### src/rtl/fetch_queue_pkg.sv
// Purpose : shared types and helpers for the fetch stage and its instruction queue.
// Latency : n/a (types only).
// Backpressure: n/a.
package fetch_queue_pkg;

    localparam int ISA_ADDR_W = 32;
    localparam int ISA_WORD_W = 32;

    typedef logic [ISA_WORD_W-1:0] word_t;

    // Queue entry at the default ISA widths. fetch_queue rebuilds an equivalent
    // struct from its own parameters so non-default widths also work.
    typedef struct packed {
        word_t instr;
        word_t pc;
        logic  pred_taken;
    } fetch_entry_t;

    // Width needed to hold an occupancy count of 0..depth inclusive.
    function automatic int cnt_width(input int depth);
        return $clog2(depth + 1);
    endfunction

endpackage

### src/rtl/fetch_queue_if.sv
// Purpose : bundles the imem, predictor, redirect and dispatch signals of the fetch stage.
// Latency : n/a (wiring only).
// Backpressure: deq_ready from dispatch; full/stall gate imem_ren on the fetch side.
// master = fetch_queue side, slave = memory / predictor / backend / dispatch side.
interface fetch_queue_if
    import fetch_queue_pkg::*;
#(
    parameter int ADDR_W = 32,
    parameter int WORD_W = 32,
    parameter int DEPTH  = 4
);
    localparam int CNT_W = cnt_width(DEPTH);

    // imem
    logic              ihit;
    logic [WORD_W-1:0] imemload;
    logic              imem_ren;
    logic [ADDR_W-1:0] imem_addr;
    // predictor
    logic [ADDR_W-1:0] fetch_pc;
    logic [ADDR_W-1:0] pc_prediction;
    logic              pred_taken;
    // backend control
    logic              misprediction;
    logic [ADDR_W-1:0] correct_pc;
    logic              stall;
    // dispatch
    logic              deq_valid;
    logic              deq_ready;
    logic [WORD_W-1:0] deq_instr;
    logic [ADDR_W-1:0] deq_pc;
    logic              deq_pred_taken;
    logic [CNT_W-1:0]  count;
    logic              full;

    modport master (
        input  ihit, imemload, pc_prediction, pred_taken,
               misprediction, correct_pc, stall, deq_ready,
        output imem_ren, imem_addr, fetch_pc,
               deq_valid, deq_instr, deq_pc, deq_pred_taken, count, full
    );

    modport slave (
        output ihit, imemload, pc_prediction, pred_taken,
               misprediction, correct_pc, stall, deq_ready,
        input  imem_ren, imem_addr, fetch_pc,
               deq_valid, deq_instr, deq_pc, deq_pred_taken, count, full
    );

endinterface

### src/rtl/fetch_fifo.sv
// Purpose : generic DEPTH x W synchronous FIFO with single-cycle flush.
// Latency : write visible at rdata one cycle after push (no bypass).
// Backpressure: push ignored when full, pop ignored when empty; flush wins over both.
// Ports: push/wdata write side, pop/rdata read side (rdata = head), flush clears
// pointers and count, count/full/empty are registered occupancy.
module fetch_fifo
    import fetch_queue_pkg::*;
#(
    parameter int DEPTH = 4,
    parameter int W     = 65,
    localparam int CNT_W = cnt_width(DEPTH),
    localparam int PTR_W = $clog2(DEPTH)
) (
    input  logic             CLK,
    input  logic             nRST,
    input  logic             push,
    input  logic             pop,
    input  logic             flush,
    input  logic [W-1:0]     wdata,
    output logic [W-1:0]     rdata,
    output logic [CNT_W-1:0] count,
    output logic             full,
    output logic             empty
);

    logic [W-1:0]     mem [DEPTH];
    logic [PTR_W-1:0] head;
    logic [PTR_W-1:0] tail;
    logic             wr;
    logic             rd;

    assign full  = (count == CNT_W'(DEPTH));
    assign empty = (count == '0);
    assign wr    = push && !full && !flush;
    assign rd    = pop && !empty && !flush;
    assign rdata = mem[head];

    // DEPTH is a power of two, so pointers wrap by natural overflow.
    always_ff @(posedge CLK or negedge nRST) begin
        if (!nRST) begin
            head  <= '0;
            tail  <= '0;
            count <= '0;
        end else if (flush) begin
            head  <= '0;
            tail  <= '0;
            count <= '0;
        end else begin
            if (wr) tail <= tail + PTR_W'(1);
            if (rd) head <= head + PTR_W'(1);
            case ({wr, rd})
                2'b10:   count <= count + CNT_W'(1);
                2'b01:   count <= count - CNT_W'(1);
                default: count <= count;
            endcase
        end
    end

    // Storage is never cleared; reset and flush only invalidate via the pointers.
    always_ff @(posedge CLK) begin
        if (wr) mem[tail] <= wdata;
    end

endmodule

### src/rtl/fetch_queue.sv
// Purpose : fetch stage: PC register, blocking imem requests, DEPTH-entry instruction queue.
// Latency : ihit -> deq_valid is 1 cycle; misprediction flushes and redirects in 1 cycle.
// Backpressure: deq_ready stalls the queue head; a registered full (or stall) drops imem_ren.
// Ports: CLK, nRST (async active-low), bus = fetch_queue_if.master carrying imem
// request/response, predictor lookup, redirect/stall and the dispatch handshake.
module fetch_queue
    import fetch_queue_pkg::*;
#(
    parameter int               ADDR_W  = 32,
    parameter int               WORD_W  = 32,
    parameter int               DEPTH   = 4,
    parameter logic [ADDR_W-1:0] PC_INIT = '0
) (
    input  logic          CLK,
    input  logic          nRST,
    fetch_queue_if.master bus
);

    typedef struct packed {
        logic [WORD_W-1:0] instr;
        logic [ADDR_W-1:0] pc;
        logic              pred_taken;
    } entry_t;

    localparam int CNT_W = cnt_width(DEPTH);

    logic [ADDR_W-1:0] pc_q;
    logic              q_full;
    logic              q_empty;
    logic [CNT_W-1:0]  q_count;
    logic              push;
    logic              pop;
    entry_t            wr_entry;
    entry_t            rd_entry;

    // Request uses only registered full, so deq_ready never reaches imem_ren
    // combinationally; a full queue waits one cycle after a pop before refetching.
    assign bus.imem_ren  = !q_full && !bus.stall && !bus.misprediction;
    assign bus.imem_addr = pc_q;
    assign bus.fetch_pc  = pc_q;

    assign push = bus.ihit && bus.imem_ren;
    assign pop  = !q_empty && bus.deq_ready && !bus.misprediction;

    assign wr_entry.instr      = bus.imemload;
    assign wr_entry.pc         = pc_q;
    assign wr_entry.pred_taken = bus.pred_taken;

    always_ff @(posedge CLK or negedge nRST) begin
        if (!nRST) begin
            pc_q <= PC_INIT;
        end else if (bus.misprediction) begin
            pc_q <= bus.correct_pc;
        end else if (push) begin
            pc_q <= bus.pc_prediction;
        end
    end

    fetch_fifo #(
        .DEPTH (DEPTH),
        .W     ($bits(entry_t))
    ) u_fifo (
        .CLK   (CLK),
        .nRST  (nRST),
        .push  (push),
        .pop   (pop),
        .flush (bus.misprediction),
        .wdata (wr_entry),
        .rdata (rd_entry),
        .count (q_count),
        .full  (q_full),
        .empty (q_empty)
    );

    assign bus.deq_valid      = !q_empty;
    assign bus.deq_instr      = rd_entry.instr;
    assign bus.deq_pc         = rd_entry.pc;
    assign bus.deq_pred_taken = rd_entry.pred_taken;
    assign bus.count          = q_count;
    assign bus.full           = q_full;

endmodule

### src/flat_wrapper.sv
// flat-port wrapper written by rule: the top's interface ports become plain ports
module fetch_queue_flat import fetch_queue_pkg::*;
#(
    parameter int               ADDR_W  = 32,
    parameter int               WORD_W  = 32,
    parameter int               DEPTH   = 4,
    parameter logic [ADDR_W-1:0] PC_INIT = '0
)
  (CLK, nRST, bus_ihit, bus_imemload, bus_pc_prediction, bus_pred_taken, bus_misprediction, bus_correct_pc, bus_stall, bus_deq_ready, bus_imem_ren, bus_imem_addr, bus_fetch_pc, bus_deq_valid, bus_deq_instr, bus_deq_pc, bus_deq_pred_taken, bus_count, bus_full);
  fetch_queue_if #(.ADDR_W(ADDR_W), .WORD_W(WORD_W), .DEPTH(DEPTH)) bus_i ();
  input  logic CLK;
  input  logic nRST;
  input wire logic [$bits(bus_i.ihit)-1:0] bus_ihit;
  input wire logic [$bits(bus_i.imemload)-1:0] bus_imemload;
  input wire logic [$bits(bus_i.pc_prediction)-1:0] bus_pc_prediction;
  input wire logic [$bits(bus_i.pred_taken)-1:0] bus_pred_taken;
  input wire logic [$bits(bus_i.misprediction)-1:0] bus_misprediction;
  input wire logic [$bits(bus_i.correct_pc)-1:0] bus_correct_pc;
  input wire logic [$bits(bus_i.stall)-1:0] bus_stall;
  input wire logic [$bits(bus_i.deq_ready)-1:0] bus_deq_ready;
  output wire logic [$bits(bus_i.imem_ren)-1:0] bus_imem_ren;
  output wire logic [$bits(bus_i.imem_addr)-1:0] bus_imem_addr;
  output wire logic [$bits(bus_i.fetch_pc)-1:0] bus_fetch_pc;
  output wire logic [$bits(bus_i.deq_valid)-1:0] bus_deq_valid;
  output wire logic [$bits(bus_i.deq_instr)-1:0] bus_deq_instr;
  output wire logic [$bits(bus_i.deq_pc)-1:0] bus_deq_pc;
  output wire logic [$bits(bus_i.deq_pred_taken)-1:0] bus_deq_pred_taken;
  output wire logic [$bits(bus_i.count)-1:0] bus_count;
  output wire logic [$bits(bus_i.full)-1:0] bus_full;
  assign bus_i.ihit = bus_ihit;
  assign bus_i.imemload = bus_imemload;
  assign bus_i.pc_prediction = bus_pc_prediction;
  assign bus_i.pred_taken = bus_pred_taken;
  assign bus_i.misprediction = bus_misprediction;
  assign bus_i.correct_pc = bus_correct_pc;
  assign bus_i.stall = bus_stall;
  assign bus_i.deq_ready = bus_deq_ready;
  assign bus_imem_ren = bus_i.imem_ren;
  assign bus_imem_addr = bus_i.imem_addr;
  assign bus_fetch_pc = bus_i.fetch_pc;
  assign bus_deq_valid = bus_i.deq_valid;
  assign bus_deq_instr = bus_i.deq_instr;
  assign bus_deq_pc = bus_i.deq_pc;
  assign bus_deq_pred_taken = bus_i.deq_pred_taken;
  assign bus_count = bus_i.count;
  assign bus_full = bus_i.full;
  fetch_queue #(.ADDR_W(ADDR_W), .WORD_W(WORD_W), .DEPTH(DEPTH), .PC_INIT(PC_INIT)) u_core (.CLK(CLK), .nRST(nRST), .bus(bus_i));
endmodule
### config.mk
export PLATFORM = sky130hd
export DESIGN_NAME = fetch_queue_flat
export DESIGN_NICKNAME = d
export VERILOG_FILES = /design/src/rtl/fetch_queue_pkg.sv /design/src/rtl/fetch_queue_if.sv /design/src/rtl/fetch_fifo.sv /design/src/rtl/fetch_queue.sv /design/src/flat_wrapper.sv
export SDC_FILE = /design/constraint.sdc
export NUM_CORES = 1
export LEC_CHECK = 0
export BUFFER_PORTS_ARGS = -buffer_cell sky130_fd_sc_hd__buf_2
export CELL_PAD_IN_SITES_DETAIL_PLACEMENT = 0
export CELL_PAD_IN_SITES_GLOBAL_PLACEMENT = 1
export CORE_ASPECT_RATIO = 1.1
export CORE_UTILIZATION = 31
export DETAILED_ROUTE_END_ITERATION = 12
export PLACE_DENSITY_LB_ADDON = 0.12
export SYNTH_ARGS = -nofsm -noshare
export SYNTH_HDL_FRONTEND = slang
export SYNTH_HIERARCHICAL = 1
export SYNTH_SLANG_ARGS = --single-unit
### constraint.sdc
create_clock -name CLK -period 9.13 [get_ports CLK]
set_clock_uncertainty 0.1 [all_clocks]
set_input_delay 1.826 -clock CLK [delete_from_list [all_inputs] [get_ports CLK]]
set_output_delay 1.826 -clock CLK [all_outputs]
set_load 0.02 [all_outputs]
==> run_results.csv, run 1 <==
group,metric,value,unit
clock_tree,hold_buffers,0,
critical_path,crit_slowest_cell,"buf_4",
logic_synthesis,yosys.cell_types.count,37,
logic_synthesis,ys_seq_area_share,73.4,%
floorplanning,die_y,208,um
pwr,powerDensity,214,nW/um2
route,wl_per_cell,19.6,um
pwr,p_leak,5.17,nW
logic_synthesis,synthArstFlopShare,13.0,%
logic_synthesis,synth-seq-cells,299,
global_routing,grt_use_total,12.9,%
timing,setup_tns,0,ns
global_routing,busiest_layer,"met2",
floorplanning,pin_count,238,
hold_path,hp-class,"reg -> reg",
global_routing,grtUsageMet1,16.9,%
critical_path,crit_chain,"buf_4, mux4_2, buf_2",
layout,nets,873,
pwr,p_switching,666,uW
layout,antenna_cells,0,
route,routed_wl,25.4,mm
critical_path,cp-startpoint,"u_core/u_fifo/head[0]",
clock_tree,cts_tree,"built",
clock_tree,clock-sinks,299,
pwr,power,3.10,mW
logic_synthesis,yosysTopAreaCell,"edfxtp_1",
route,via_per_inst,4.60,
layout,area_growth,21.1,%
critical_path,arrival,2.97,ns
pwr,p_seq_share,50.5,%
floorplanning,initial_core_util,31.4,%
critical_path,startpoint_type,"flip-flop",
clock_tree,clk_pin_slew_worst_paths,0.06,ns
global_routing,grt_pass1_vias,6399,
critical_path,worstSetupPathType,"reg -> out",
critical_path,worst_r2r_endpoint,"u_core/u_fifo/mem[3][47]",
flow_run,cap_violations,0,
timing,fin_crit,4.89,ns
floorplanning,core_area,38100,um2
placed_design,gp_congestion,0.686,
logic_synthesis,syn_area_per_cell,21.8,um2
hold_path,hold-path-cell-count,0,
global_routing,grt_max_degree,67,
logic_synthesis,synth_area_leaders,"edfxtp_1 65%, mux4_2 12%, dfrtp_1 8.2%, mux2_4 3.5%, mux2_2 3.2%",
clock_tree,worst_skew_pair.late_latency,0.50,ns
timing,worst_pin_slew,1.11,ns
clock_tree,clock-root-buffer,"clkbuf_16",
logic_synthesis,yosysTopAreaCellShare,65.3,%
logic_synthesis,syn-num-nets,656,
route,vias,5944,
logic_synthesis,syn_area,12000,um2
clock_tree,max-clock-path-buffers,3,
logic_synthesis,synth_edf_count,260,
layout,drive_gt1_share,54.2,%
critical_path,cpPeakStageDelay,0.83,ns
critical_path,required,7.20,ns
timing,max-slew-margin-rel,25.9,%
route,drt_first_pass_iters,6,
global_routing,grt_pass1_wl,38.3,mm
pwr,internal_power,2.43,mW
floorplanning,die_area,39400,um2
timing,slew_violations,0,
critical_path,cp_max_fo,43,
timing,setup_viol_count_final,0,
run_status,status,"complete, no violations",
route,drc_errors,0,
critical_path,cp-end-kind,"output pin",
critical_path,r2r_setup_slack,5.50,ns
route,antenna_left,0,
hold_path,worstHoldStart,"u_core/bus.fetch_pc[23]",
floorplanning,die_w,189,um
hold_path,holdPathEnd,"u_core/u_fifo/mem[3][24]",
logic_synthesis,synth_common_cells,"260 x edfxtp_1, 65 x mux4_2, 39 x buf_4, 39 x dfrtp_1, 34 x mux2_2",
clock_tree,htree_levels,2,
clock_tree,postCtsSetupBuffers,0,
timing,hold_viol,0,
critical_path,critPathTopFamily,"buffers and inverters",
logic_synthesis,yosysMostFrequentCell,"edfxtp_1",
clock_tree,ctsResizeCount,0,
critical_path,ff2ff_path_depth,6,
pwr,p_sw_share,21.5,%
logic_synthesis,synthCells,548,
timing,period_share,53.6,%
global_routing,antenna_found_initial,1,
critical_path,worst-path-buf-inv,2,
route,drt_iter0_drc,278,
clock_tree,cts_inserted_buffers,34,
timing,rsz0062_at_grt,"no",
global_routing,grt.met2_usage,21.9,%
placed_design,dp_hpwl,14.9,mm
global_routing,met3_usage,2.56,%
global_routing,overflow,0,
placed_design,numPortBuffers,237,
pwr,p_comb_share,6.2,%
layout,final_core_util,38.0,%
floorplanning,num_rows,75,
logic_synthesis,synth_ff_type,"edfxtp_1",
timing,timing.fmax,204,MHz
pwr,pwr-share-clk,43.3,%
critical_path,reg2reg_from,"u_core/u_fifo/count[0]",
logic_synthesis,yosysWarnings,6,
pwr,peakVddDrop,0.112,mV
[worst register-to-register path, delay by kind of cell, from the launching register on]
kind / cells / cell delay [ns]
AND/OR/NAND/NOR: 5 / 2.26
flip-flops: 1 / 0.65
buffers and inverters: 1 / 0.18
[registers in the layout (all words and copies together), names as in the netlist]
name                 flops
u_core/u_fifo/tail       2
u_core/u_fifo/head       2
u_core/bus.fetch_pc     32
u_core/u_fifo/mem      260
u_core/u_fifo/count      3
[how the worst max path moves through the flow]
stage,to,slack (ns),cells past startpoint
2_1_floorplan,u_core/u_fifo/mem[0][0],3.64,8
3_3_place_gp,u_core/u_fifo/mem[2][49],4.13,7
3_5_place_dp,u_core/u_fifo/mem[0][49],4.05,7
4_1_cts,bus_deq_pc[13],4.08,3
5_1_grt,bus_deq_pc[7],3.94,3
6_report,bus_deq_pc[13],4.24,3
[metal layers]
metal,vias up,routed length [um]
li1,2630,-
met1,3104,11100
met2,177,12600
met3,33,1260
met4,0,406
met5,-,0
[cells in the final DEF, fill, tap and decap left out, types with 5 or more instances in the layout]
cell	instances
a21oi_1	6
buf_2	237
clkbuf_1	7
clkbuf_16	34
clkbuf_8	9
dfrtp_1	37
edfxtp_1	260
inv_1	5
mux2_2	34
mux2_4	28
mux4_2	65
nor2_1	5
[power by group through the flow]
stage          combinational, mW  clock, mW  sequential [mW]
6_report                   0.191       1.34             1.56
5_1_grt                    0.205       1.44             1.57
4_1_cts                    0.195       1.39             1.57
3_5_place_dp               0.195          0             1.59
3_3_place_gp               0.194          0             1.59
2_1_floorplan              0.114          0             1.60
[kinds of logic after synthesis]
family / synth area share, %
flip-flops: 73.4
AO/OA/AOI/OAI: 0.973
multiplexers: 19.1
buffers and inverters: 4.21
AND/OR/NAND/NOR: 1.42
XOR/XNOR: 0.220
adder cells (fa/ha/maj): 0.586
[final cells by class]
cell class                 count  area (um2)
fill                        3562       23600
sequential                   299        8790
multi-input combinational    184        2690
timing repair buffer         241        1220
clock buffer                  50        1000
tap                          500         626
clock inverter                12         139
inverter                       5        18.8
[stage by stage]
step           std cells  area, um2  setup WS (ns)  hold WS (ns)
4_1_cts             1291      14500           4.08         0.477
2_1_floorplan        548      12000           3.64         0.461
3_3_place_gp        1229      13300           4.13         0.450
6_report            1291      14500           4.24         0.469
3_5_place_dp        1229      13300           4.05         0.470
5_1_grt             1291      14500           3.94         0.507
(Power assumes the default switching activity.)
==> inputs of run 2 (changes only) <==
- ABC_AREA: default -> 1
- clock period: 9.13 -> 5 ns (I/O delays scaled with it)
==> run 2 against run 1 <==
Effect of this change: global-route usage up 2.0 points; largest power group unchanged; critical endpoint is now bus_deq_instr[5]; worst hold slack worse by 0.022 ns; cell area up 4.7%.
==> run_results.csv, run 2 <==
group,metric,value,unit
run_status,status,"complete, no violations",
pwr,power,6.60,mW
critical_path,required,3.90,ns
global_routing,grt_pass1_wl,47.1,mm
critical_path,cp_max_fo,58,
logic_synthesis,synth_ff_type,"edfxtp_1",
layout,regMostFlops,"u_core/u_fifo/mem",
route,drt_first_pass_iters,4,
logic_synthesis,synth_area_leaders,"edfxtp_1 62%, dfrtp_1 7.7%, nand2_1 5.4%, o21ai_0 4.2%, o22ai_2 3.6%",
floorplanning,die_area,41700,um2
flow_run,cap_violations,0,
layout,final_core_util,37.6,%
critical_path,reg2reg_from,"u_core/u_fifo/count[0]",
floorplanning,num_rows,77,
pwr,p_switching,1.85,mW
hold_path,holdPathEnd,"u_core/u_fifo/tail[0]",
critical_path,startpoint_type,"flip-flop",
pwr,pwr-share-clk,38.4,%
timing,whs,0.447,ns
logic_synthesis,synth_edf_count,260,
timing,max-slew-margin-rel,38.4,%
clock_tree,postCtsSetupBuffers,0,
global_routing,grt_max_degree,66,
pwr,p_leak,5.85,nW
logic_synthesis,yosysTopAreaCellShare,61.6,%
clock_tree,clk_pin_slew_worst_paths,0.06,ns
hold_path,worstHoldStart,"u_core/u_fifo/tail[0]",
logic_synthesis,synth-seq-cells,299,
critical_path,worstSetupPathType,"reg -> out",
critical_path,path_common_cell,"buf_4",
floorplanning,core_area,40300,um2
logic_synthesis,yosysWarnings,6,
route,drt_iter0_drc,399,
floorplanning,pin_count,238,
critical_path,crit_slowest_cell,"dfrtp_4",
clock_tree,worst_skew_pair.late_latency,0.52,ns
critical_path,ff2ff_path_depth,17,
layout,antenna_cells,0,
clock_tree,ctsResizeCount,0,
placed_design,numPortBuffers,237,
pwr,p_sw_share,28.0,%
layout,final_cell_mix,"260 x edfxtp_1, 237 x buf_2, 182 x nand2_1",
logic_synthesis,yosysMostFrequentCell,"edfxtp_1",
floorplanning,initial_core_util,31.5,%
critical_path,cp-end-kind,"output pin",
timing,hold_viol,0,
floorplanning,die_y,214,um
hold_path,hold-path-cell-count,1,
pwr,peakVddDrop,0.159,mV
pwr,p_seq_share,44.9,%
route,drc_errors,0,
logic_synthesis,synthCells,980,
clock_tree,clock-root-buffer,"clkbuf_16",
timing,timing.fmax,248,MHz
logic_synthesis,synthArstFlopShare,13.0,%
timing,period_share,80.7,%
critical_path,worst-path-buf-inv,3,
critical_path,r2r_setup_slack,2.53,ns
pwr,internal_power,4.75,mW
placed_design,placed_cell_area,14000,um2
global_routing,grt_pass1_vias,7842,
global_routing,overflow,0,
route,wl_per_cell,18.1,um
critical_path,arrival,2.94,ns
critical_path,crit_chain,"buf_4, buf_4, o21ai_0, o22ai_1, buf_2",
route,vias,7971,
hold_path,hp-class,"reg -> reg",
timing,setup_viol_count_final,0,
layout,largest_reg_flops,260,
logic_synthesis,syn-num-nets,1088,
critical_path,worst_r2r_endpoint,"u_core/u_fifo/count[2]",
timing,setup_tns,0,ns
route,routed_wl,31.0,mm
global_routing,antenna_found_initial,0,
logic_synthesis,synth_common_cells,"260 x edfxtp_1, 182 x nand2_1, 106 x o21ai_0",
logic_synthesis,yosysTopAreaCell,"edfxtp_1",
clock_tree,cts_tree,"built",
route,via_per_inst,4.64,
logic_synthesis,ys_seq_area_share,69.3,%
route,antenna_left,0,
logic_synthesis,yosys.cell_types.count,29,
layout,design_area,15200,um2
placed_design,dp_hpwl,18.1,mm
floorplanning,die_w,195,um
critical_path,cpPeakStageDelay,0.62,ns
logic_synthesis,syn_area_per_cell,12.9,um2
clock_tree,hold_buffers,0,
placed_design,gp_congestion,0.694,
clock_tree,clock-sinks,299,
clock_tree,max-clock-path-buffers,3,
clock_tree,htree_levels,2,
global_routing,grt_use_total,14.9,%
timing,fin_crit,4.04,ns
pwr,p_comb_share,16.7,%
layout,area_growth,19.7,%
timing,worst_pin_slew,0.924,ns
clock_tree,cts_inserted_buffers,34,
timing,rsz0062_at_grt,"no",
logic_synthesis,syn_area,12700,um2
timing,slew_violations,0,
pwr,powerDensity,435,nW/um2
critical_path,critPathTopFamily,"buffers and inverters",
layout,layout_commonest_cell,"edfxtp_1",
layout,nets,1288,
layout,drive_gt1_share,33.0,%
-- run 2: metal layers --
layer | GRT usage [%] | vias to the layer above | wire length, um
li1 | - | 3851 | -
met3 | 3.43 | 31 | 1550
met1 | 19.9 | 3890 | 14100
met2 | 24.4 | 199 | 14900
met4 | 3.99 | 0 | 459
met5 | 0 | - | 0
-- run 2: worst max path at each step --
stage / startpoint / to / slack, ns / cells past startpoint
final: u_core/u_fifo/head[0] / bus_deq_instr[5] / 0.96 / 5
after global routing: u_core/u_fifo/head[0] / bus_deq_instr[15] / 0.73 / 5
after CTS: u_core/u_fifo/head[0] / bus_deq_instr[6] / 0.85 / 5
after detailed placement: u_core/u_fifo/head[0] / bus_deq_instr[6] / 1.41 / 5
after global placement: u_core/u_fifo/head[0] / bus_deq_instr[6] / 1.48 / 5
after floorplan: bus_misprediction / u_core/u_fifo/mem[0][0] / 0.03 / 7
-- run 2: kinds of logic (layout without fill, tap and decap cells) --
| kind of cell | after synthesis | after routing | synth area share, % |
|---|---|---|---|
| AND/OR/NAND/NOR | 359 | 359 | 13.3 |
| AO/OA/AOI/OAI | 204 | 204 | 10.7 |
| buffers and inverters | 112 | 337 | 6.06 |
| adder cells (fa/ha/maj) | 5 | 5 | 0.553 |
| XOR/XNOR | 1 | 1 | 0.0691 |
| flip-flops | 299 | 299 | 69.3 |
-- run 2: power by group through the flow --
stage               Sequential, mW  Combinational (mW)  Clock, mW
CTS                           2.96                1.13       2.62
floorplan                     3.01               0.782          0
global route                  2.98                1.21       2.73
finish                        2.96                1.10       2.53
global placement              3.01                1.13          0
detailed placement            3.02                1.13          0
-- run 2: stage by stage --
| step | std cells | worst slack [ns] |
|---|---|---|
| 3_3_place_gp | 1657 | 1.48 |
| 4_1_cts | 1718 | 0.854 |
| 2_1_floorplan | 980 | 0.0279 |
| 6_report | 1718 | 0.963 |
| 5_1_grt | 1718 | 0.730 |
| 3_5_place_dp | 1657 | 1.41 |
-- run 2: layout make-up --
class	instances	area [um2]
sequential	299	8790
fill	3950	25100
timing repair buffer	255	1350
multi-input combinational	569	3150
clock buffer	46	970
inverter	21	86.3
tap	513	642
clock inverter	15	180
==> inputs of run 3 (changes only) <==
- clock period: 5 -> 3.8 ns (I/O delays scaled with it)
==> run 3 against run 2 <==
Effect of this change: worst setup slack worse by 0.28 ns; non-clock buffer count is 3 higher; register-to-register slack got worse by 1.2 ns; total power grew 30%; global-route usage grew 0.12 points; count of clock-buffer cells in the layout decreased by 4.
==> run_results.csv, run 3 (same netlist as run 2, synthesis figures left out) <==
group,metric,value,unit
run_status,status,"complete, no violations",
critical_path,worstSetupPathType,"reg -> out",
route,drc_errors,0,
route,drt_first_pass_iters,4,
critical_path,crit_chain,"inv_6, buf_4, o21ai_0, o22ai_2, buf_2",
global_routing,antenna_found_initial,0,
critical_path,r2r_setup_slack,1.30,ns
route,antenna_left,0,
timing,period_share,82.0,%
critical_path,cpPeakStageDelay,0.51,ns
critical_path,worst-path-buf-inv,3,
hold_path,hp-class,"in -> async",
critical_path,required,2.94,ns
clock_tree,cts_inserted_buffers,35,
layout,antenna_cells,0,
clock_tree,htree_levels,2,
floorplanning,die_y,214,um
layout,area_growth,20.1,%
layout,layout_commonest_cell,"edfxtp_1",
timing,worst_pin_slew,0.820,ns
placed_design,gp_congestion,0.746,
timing,setup_viol_count_final,0,
timing,setup_tns,0,ns
pwr,peakVddDrop,0.256,mV
pwr,powerDensity,564,nW/um2
route,wl_per_cell,18.1,um
flow_run,cap_violations,0,
critical_path,critPathTopFamily,"buffers and inverters",
global_routing,grt_use_total,15.0,%
clock_tree,clock-sinks,299,
timing,max-slew-margin-rel,45.3,%
critical_path,arrival,2.26,ns
route,routed_wl,31.1,mm
layout,design_area,15200,um2
route,vias,7893,
placed_design,numPortBuffers,237,
global_routing,grt_pass1_wl,47.7,mm
critical_path,startpoint_type,"flip-flop",
clock_tree,cts_tree,"built",
floorplanning,core_area,40300,um2
critical_path,cp_max_fo,36,
layout,final_cell_mix,"260 x edfxtp_1, 237 x buf_2, 182 x nand2_1",
pwr,power,8.58,mW
placed_design,placed_cell_area,14100,um2
floorplanning,die_area,41700,um2
clock_tree,hold_buffers,0,
layout,regMostFlops,"u_core/u_fifo/mem",
clock_tree,max-clock-path-buffers,3,
global_routing,overflow,0,
floorplanning,initial_core_util,31.5,%
layout,nets,1292,
timing,slew_violations,0,
clock_tree,clock-root-buffer,"clkbuf_16",
clock_tree,worst_skew_pair.late_latency,0.51,ns
timing,fin_crit,3.12,ns
layout,drive_gt1_share,32.9,%
global_routing,grt_max_degree,132,
clock_tree,ctsResizeCount,0,
placed_design,dp_hpwl,18.3,mm
pwr,p_leak,5.88,nW
route,via_per_inst,4.59,
critical_path,crit_slowest_cell,"dfrtp_4",
floorplanning,die_w,195,um
route,drt_iter0_drc,324,
global_routing,grt_pass1_vias,7990,
critical_path,cp-end-kind,"output pin",
clock_tree,clk_pin_slew_worst_paths,0.06,ns
floorplanning,num_rows,77,
clock_tree,postCtsSetupBuffers,0,
layout,largest_reg_flops,260,
floorplanning,pin_count,238,
timing,timing.fmax,321,MHz
timing,hold_viol,0,
timing,rsz0062_at_grt,"no",
## run 3: changes by cell type in the layout (fill, tap and decap cells not counted), sizes merged
cell	before	now
clkinvlp	1	0
buf	255	258
clkbuf	46	42
bufinv	4	3
clkinv	9	12
## run 3: worst paths after layout
check                      depth (start not counted)                  endpoint                    from
min                                                1    u_core/bus.fetch_pc[6]                    nRST
max reg2reg                                        9  u_core/u_fifo/mem[0][47]  u_core/u_fifo/count[0]
max                                                5         bus_deq_instr[31]   u_core/u_fifo/head[0]
min in group CLK                                   1  u_core/u_fifo/mem[2][35]         bus_imemload[2]
max in group asynchronous                          2   u_core/bus.fetch_pc[26]                    nRST
min reg2reg                                        1     u_core/u_fifo/tail[0]   u_core/u_fifo/tail[0]
## run 3: cell type report
type / instances / area, um2
fillers: 3971 / 25100
clock buffers: 42 / 945
flip-flops and latches: 299 / 8790
inverters: 21 / 86.3
clock inverters: 16 / 149
multi-input cells: 569 / 3150
well taps: 513 / 642
repair buffers: 258 / 1460
## run 3: metrics by stage
step                utilization (%)  cells  worst slack [ns]  hold slack, ns
CTS                            37.8   1718             0.620           0.131
global route                   37.8   1718             0.521           0.161
detailed placement             35.1   1660              1.05           0.448
global placement               35.1   1660              1.08           0.458
floorplan                         -    980            -0.949           0.364
finish                         37.8   1718             0.685           0.135
## run 3: report_power, final
part | total [mW] | internal [mW] | leakage (nW) | switching, mW
logic | 1.49 | 0.473 | 2.51 | 1.02
registers | 3.88 | 3.73 | 2.83 | 0.150
clock network | 3.21 | 1.96 | 0.537 | 1.25
## run 3: layer usage
layer / global-route usage (%) / vias up / part of all wire [%]
met1: 20.3 / 3825 / 47
met5: 0 / - / 0
met4: 4.09 / 0 / 1.8
met2: 24.5 / 178 / 47
met3: 3.16 / 38 / 4.6
li1: - / 3852 / -
